### src/rtl/seg7_scan_capture.sv
// seg7_scan_capture: snoops the active-low anode/segment/dp bus of a 4-digit
// multiplexed 7-segment display and rebuilds the four hex nibbles shown.
// A stability filter qualifies each {an,seg,dp} sample. Each stable one-hot
// digit is decoded into a staging slot. When all four slots have been seen,
// the frame is published with a one-cycle frame_done pulse. A staleness
// timeout drops all valid flags when no capture happens for too long.
// Optional feature macro: SEG7_CAP_SYNC_EN adds a 2-flop input synchroniser
// in front of the filter, which delays all capture timing by two cycles.
module seg7_scan_capture #(
  parameter int unsigned STABLE_CYCLES  = 4,
  parameter int unsigned TIMEOUT_CYCLES = 1000000
) (
  input  logic        clk,
  input  logic        rst_n,
  input  logic [3:0]  an,
  input  logic [6:0]  seg,
  input  logic        dp,
  input  logic        err_clr,
  output logic [15:0] digits,
  output logic [3:0]  digit_valid,
  output logic [3:0]  dp_seen,
  output logic        frame_done,
  output logic        pat_err
);

  localparam logic [7:0]  STABLE_V  = 8'(STABLE_CYCLES);
  localparam logic [23:0] TIMEOUT_V = 24'(TIMEOUT_CYCLES);

  // Filter input sample packed as {an, seg, dp}
  logic [11:0] smp;

`ifdef SEG7_CAP_SYNC_EN
  logic [11:0] sync1_q, sync2_q;

  // Two-flop synchroniser; resets to all ones, which reads as "display off"
  always_ff @(posedge clk or negedge rst_n) begin
    if (!rst_n) begin
      sync1_q <= '1;
      sync2_q <= '1;
    end else begin
      sync1_q <= {an, seg, dp};
      sync2_q <= sync1_q;
    end
  end

  assign smp = sync2_q;
`else
  assign smp = {an, seg, dp};
`endif

  logic [3:0] smp_an;
  logic [6:0] smp_seg;
  logic       smp_dp;

  assign smp_an  = smp[11:8];
  assign smp_seg = smp[7:1];
  assign smp_dp  = smp[0];

  // Exactly one anode driven low; blanking gaps and multi-digit glitches fail this
  logic an_onehot;
  assign an_onehot = (smp_an == 4'b1110) || (smp_an == 4'b1101) ||
                     (smp_an == 4'b1011) || (smp_an == 4'b0111);

  logic [3:0] dec_nib;
  logic       dec_known;
  logic       dec_blank;

  // Segment pattern to nibble decode; all-dark is a blank digit, not an error
  always_comb begin
    dec_nib   = 4'h0;
    dec_known = 1'b1;
    dec_blank = 1'b0;
    case (smp_seg)
      7'b0000001: dec_nib = 4'h0;
      7'b1001111: dec_nib = 4'h1;
      7'b0010010: dec_nib = 4'h2;
      7'b0000110: dec_nib = 4'h3;
      7'b1001100: dec_nib = 4'h4;
      7'b0100100: dec_nib = 4'h5;
      7'b0100000: dec_nib = 4'h6;
      7'b0001111: dec_nib = 4'h7;
      7'b0000000: dec_nib = 4'h8;
      7'b0000100: dec_nib = 4'h9;
      7'b0001000: dec_nib = 4'hA;
      7'b1100000: dec_nib = 4'hB;
      7'b0110001: dec_nib = 4'hC;
      7'b1000010: dec_nib = 4'hD;
      7'b0110000: dec_nib = 4'hE;
      7'b0111000: dec_nib = 4'hF;
      7'b1111111: begin
        dec_known = 1'b0;
        dec_blank = 1'b1;
      end
      default:    dec_known = 1'b0;
    endcase
  end

  logic [11:0] prev_q, prev_d;
  logic [7:0]  stab_q, stab_d;
  logic [23:0] to_q, to_d;
  logic [3:0]  seen_q, seen_d;
  logic [15:0] stg_nib_q, stg_nib_d;
  logic [3:0]  stg_val_q, stg_val_d;
  logic [3:0]  stg_dp_q, stg_dp_d;
  logic [15:0] digits_q, digits_d;
  logic [3:0]  digit_valid_q, digit_valid_d;
  logic [3:0]  dp_seen_q, dp_seen_d;
  logic        frame_done_q, frame_done_d;
  logic        pat_err_q, pat_err_d;

  logic       same;
  logic       capture;
  logic [3:0] cap_mask;

  // Stability filter, capture, frame publish, timeout and error flag next-state
  always_comb begin
    same    = (smp == prev_q);
    prev_d  = smp;

    if (!same)                  stab_d = 8'd1;
    else if (stab_q == STABLE_V) stab_d = stab_q;
    else                        stab_d = stab_q + 8'd1;

    // Fire once when the count first lands on the threshold; a fresh sample
    // reloading to 1 also counts as "first" when the threshold is 1
    capture  = (stab_d == STABLE_V) && (!same || (stab_q != STABLE_V)) && an_onehot;
    cap_mask = capture ? ~smp_an : 4'b0000;

    stg_nib_d     = stg_nib_q;
    stg_val_d     = stg_val_q;
    stg_dp_d      = stg_dp_q;
    seen_d        = seen_q;
    digits_d      = digits_q;
    digit_valid_d = digit_valid_q;
    dp_seen_d     = dp_seen_q;
    frame_done_d  = 1'b0;
    to_d          = to_q;

    // Publish uses the staging contents from before this cycle's capture
    if (seen_q == 4'hF) begin
      digits_d      = stg_nib_q;
      digit_valid_d = stg_val_q;
      dp_seen_d     = stg_dp_q;
      frame_done_d  = 1'b1;
      seen_d        = 4'h0;
    end

    for (int k = 0; k < 4; k++) begin
      if (cap_mask[k]) begin
        stg_nib_d[4*k +: 4] = dec_nib;
        stg_val_d[k]        = dec_known;
        stg_dp_d[k]         = ~smp_dp;
        seen_d[k]           = 1'b1;
      end
    end

    if (capture) begin
      to_d = 24'd0;
    end else if (to_q != TIMEOUT_V) begin
      to_d = to_q + 24'd1;
      if (to_d == TIMEOUT_V) begin
        digit_valid_d = 4'h0;
        seen_d        = 4'h0;
      end
    end

    if (capture && !dec_known && !dec_blank) pat_err_d = 1'b1;
    else if (err_clr)                        pat_err_d = 1'b0;
    else                                     pat_err_d = pat_err_q;
  end

  // State registers
  always_ff @(posedge clk or negedge rst_n) begin
    if (!rst_n) begin
      prev_q        <= '0;
      stab_q        <= '0;
      to_q          <= '0;
      seen_q        <= '0;
      stg_nib_q     <= '0;
      stg_val_q     <= '0;
      stg_dp_q      <= '0;
      digits_q      <= '0;
      digit_valid_q <= '0;
      dp_seen_q     <= '0;
      frame_done_q  <= 1'b0;
      pat_err_q     <= 1'b0;
    end else begin
      prev_q        <= prev_d;
      stab_q        <= stab_d;
      to_q          <= to_d;
      seen_q        <= seen_d;
      stg_nib_q     <= stg_nib_d;
      stg_val_q     <= stg_val_d;
      stg_dp_q      <= stg_dp_d;
      digits_q      <= digits_d;
      digit_valid_q <= digit_valid_d;
      dp_seen_q     <= dp_seen_d;
      frame_done_q  <= frame_done_d;
      pat_err_q     <= pat_err_d;
    end
  end

  assign digits      = digits_q;
  assign digit_valid = digit_valid_q;
  assign dp_seen     = dp_seen_q;
  assign frame_done  = frame_done_q;
  assign pat_err     = pat_err_q;

endmodule

### config.mk
export PLATFORM = sky130hd
export DESIGN_NAME = seg7_scan_capture
export DESIGN_NICKNAME = d
export VERILOG_FILES = /design/src/rtl/seg7_scan_capture.sv
export SDC_FILE = /design/constraint.sdc
export NUM_CORES = 1
export LEC_CHECK = 0
export CORE_ASPECT_RATIO = 1.1
export CORE_MARGIN = 10
export CORE_UTILIZATION = 58
export DETAILED_ROUTE_END_ITERATION = 16
export MAX_ROUTING_LAYER = met4
export PLACE_DENSITY = 0.8
export SYNTH_ARGS = -nofsm -noshare
export SYNTH_HDL_FRONTEND = slang
export SYNTH_SLANG_ARGS = --single-unit
### constraint.sdc
create_clock -name clk -period 2.9 [get_ports clk]
set_input_delay 0.58 -clock clk [delete_from_list [all_inputs] [get_ports clk]]
set_output_delay 0.58 -clock clk [all_outputs]
set_load 0.005 [all_outputs]
==> qor.csv <==
metric;value;unit
r2r_start;stab_q[0];
io_buffers;40;
syn_nets;523;
crit_path_end;digit_valid[2];
ys.flop_type;dfrtp_1;
rows;35;
final_common_cell;dfrtp_1;
worstSetupStartpoint;stab_q[0];
final_core_util;68.89;%
clockRootBuffer;clkbuf_8;
maxCapViolations;0;
slew_headroom;38.39;%
ys.warnings.count;0;
tightestPinTransition;0.9242;ns
synth_seq_cells;98;
synth-edff-count;0;
hold_viol;0;
ctsResizeCount;0;
antenna_found_initial;0;
start_util;59.34;%
critPathArrivalTime;2.82;ns
end_kind;flip-flop;
fin_cells;661;
p_per_area;429.0;nW/um^2
htreeDepth;3;
synth.avg_cell_area;9.816;sq um
drt-initial-drc-count;190;
clkLatencyLatePin;0.37;ns
syn_to_final_growth;16.09;%
drive_above_1_share;9.818;%
gp_congestion;0.9110;
ios;41;
dieWidth;108.0;microns
hold_path.class;input port to asynchronous set/reset pin;
wl_per_cell;16.86;microns
grt_pass1_vias;3832;
rsz0062_at_grt;false;
ant_nets;0;
nets;565;
min_period;2.589;ns
clock_path_buffers;2;
cts.clk_slew.worst_paths;0.10;ns
fin_area;5732;sq um
cts_setup_buffers;0;
worstSetupStartpointType;flip-flop;
wl;11.15;mm
r2r_cells;9;
clock_sinks;98;
viasPerCell;5.781;
clock_skew;0.02444;ns
tns;0;ns
cts_tree;built;
crit_fanout;14;
place_area;5510;sq um
overflow;0;
status;finished clean;
synth-async-reset-ratio;100.0;%
antenna_cells;0;
critical_path_class;flip-flop to flip-flop;
ys_seq_area_share;49.67;%
final_cell_mix;dfrtp_1 (98), nor2_1 (52), nand2_1 (46);
cts_made_buffers;9;
syn-cell-area;4937;sq um
grt_max_degree;76;
ctsHoldBuffers;0;
maxSlewViolCount;0;
finalCritPeriodShare;89.28;%
r2r_setup_slack;0.31;ns
cp.required;3.13;ns
reg2reg_to;digit_valid[2];
yosysUniqueCellTypes;56;
leakage;2.659;nW
design.core.area;8320;sq um
vdd_drop_max;0.4089;mV
groute.usage.overall;18.79;%
grt_pass1_wl;18.63;mm
dp_cells;645;
fp.dieH;116.8;microns
finalSetupViolations;0;
drcViolationCount;0;
whs;0.3202;ns
die_area;12610;sq um
dpl.hpwl;7.874;mm
max_freq;0.3862;GHz
first_pass_iters;5;
synth_cells;503;
vias;3821;
## cell type report
type | instances | area, sq um
Tap cell | 111 | 138.9
Inverter | 33 | 123.9
Clock inverter | 6 | 83.83
Clock buffer | 10 | 137.6
Multi-Input combinational cell | 338 | 2197
Fill cell | 639 | 2589
Timing Repair Buffer | 65 | 598.1
Sequential cell | 98 | 2452
## worst min-delay path by stage
stage	start	to	slack, ns
2_1_floorplan	rst_n	digit_valid[0]	0.28
3_3_place_gp	digits[14]	digits[14]	0.46
3_5_place_dp	digits[3]	digits[3]	0.47
4_1_cts	rst_n	to_q[5]	0.37
5_1_grt	rst_n	to_q[5]	0.39
6_report	rst_n	to_q[5]	0.32
## flip-flops by register name, summed over array words and instances, names as in the netlist
register and flops:
digit_valid 4, digits 16, dp_seen 4, frame_done 1, pat_err 1, prev_q 12, seen_q 4, stab_q 8
stg_dp_q 4, stg_nib_q 16, stg_val_q 4, to_q 24
## cells in the mapped netlist (2+ instances only)
master | number | area, sq um
a2111oi_4 | 2 | 55.05
nor2b_1 | 3 | 18.77
and4_1 | 4 | 35.03
nor4bb_1 | 3 | 30.03
xnor2_1 | 31 | 271.5
buf_4 | 2 | 15.01
dfrtp_1 | 98 | 2452
ha_1 | 5 | 62.56
inv_1 | 33 | 123.9
a211oi_1 | 4 | 30.03
a21oi_1 | 16 | 80.08
mux2i_1 | 25 | 250.2
nand2_1 | 46 | 172.7
nand3_1 | 19 | 95.09
nor2_1 | 52 | 195.2
or3_1 | 3 | 18.77
o32ai_1 | 2 | 17.52
nor4_2 | 2 | 25.02
a31oi_1 | 2 | 12.51
nand4_1 | 18 | 112.6
o211ai_1 | 2 | 15.01
clkbuf_2 | 2 | 10.01
nand2b_1 | 5 | 31.28
a2bb2oi_1 | 2 | 17.52
o21ai_0 | 26 | 130.1
buf_2 | 15 | 75.07
clkbuf_1 | 14 | 52.55
and2_1 | 8 | 50.05
nor4_1 | 3 | 18.77
a21boi_0 | 2 | 15.01
and4b_1 | 2 | 20.02
or2_2 | 2 | 12.51
xor2_1 | 16 | 140.1
and3_1 | 3 | 18.77
nor3_1 | 10 | 50.05
## worst max-delay path, cell delays in order (launching register included)
cell	delay (ns)
dfrtp_1	0.49
ha_1	0.28
nand3_1	0.13
and2_1	0.18
o2111a_1	0.25
and4b_1	0.28
buf_4	0.18
buf_12	0.14
a2111oi_4	0.41
nor2_1	0.11
## routing by layer
layer / global-route usage, % / vias up / routed length, microns
li1: - / 1791 / -
met1: 24.07 / 1911 / 5060
met2: 29.71 / 109 / 5510
met3: 3.918 / 10 / 460
met4: 4.902 / 0 / 113
met5: - / - / 0
## per-stage QoR
step | total power [mW] | setup WS (ns)
2_1_floorplan | 1.457 | 0.5407
3_3_place_gp | 1.530 | 0.1170
3_5_place_dp | 1.534 | 0.02484
4_1_cts | 2.480 | 0.2975
5_1_grt | 2.543 | 0.09857
6_report | 2.459 | 0.3108
## report_power, final
| group | switching, mW | internal, mW | total, mW | leakage [nW] |
|---|---|---|---|---|
| clock network | 0.510 | 0.442 | 0.952 | 0.112 |
| registers | 0.00419 | 1.37 | 1.38 | 1.15 |
| logic | 0.0753 | 0.0537 | 0.129 | 1.40 |
## kinds of logic after synthesis
group,after synthesis,synth area share [%]
multiplexers,26,5.296
buffers and inverters,67,5.829
AND/OR/NAND/NOR,193,20.35
flip-flops,98,49.67
XOR/XNOR,47,8.337
AO/OA/AOI/OAI,67,9.250
adder cells (fa/ha/maj),5,1.267
Power figures use the tool's default switching activity.
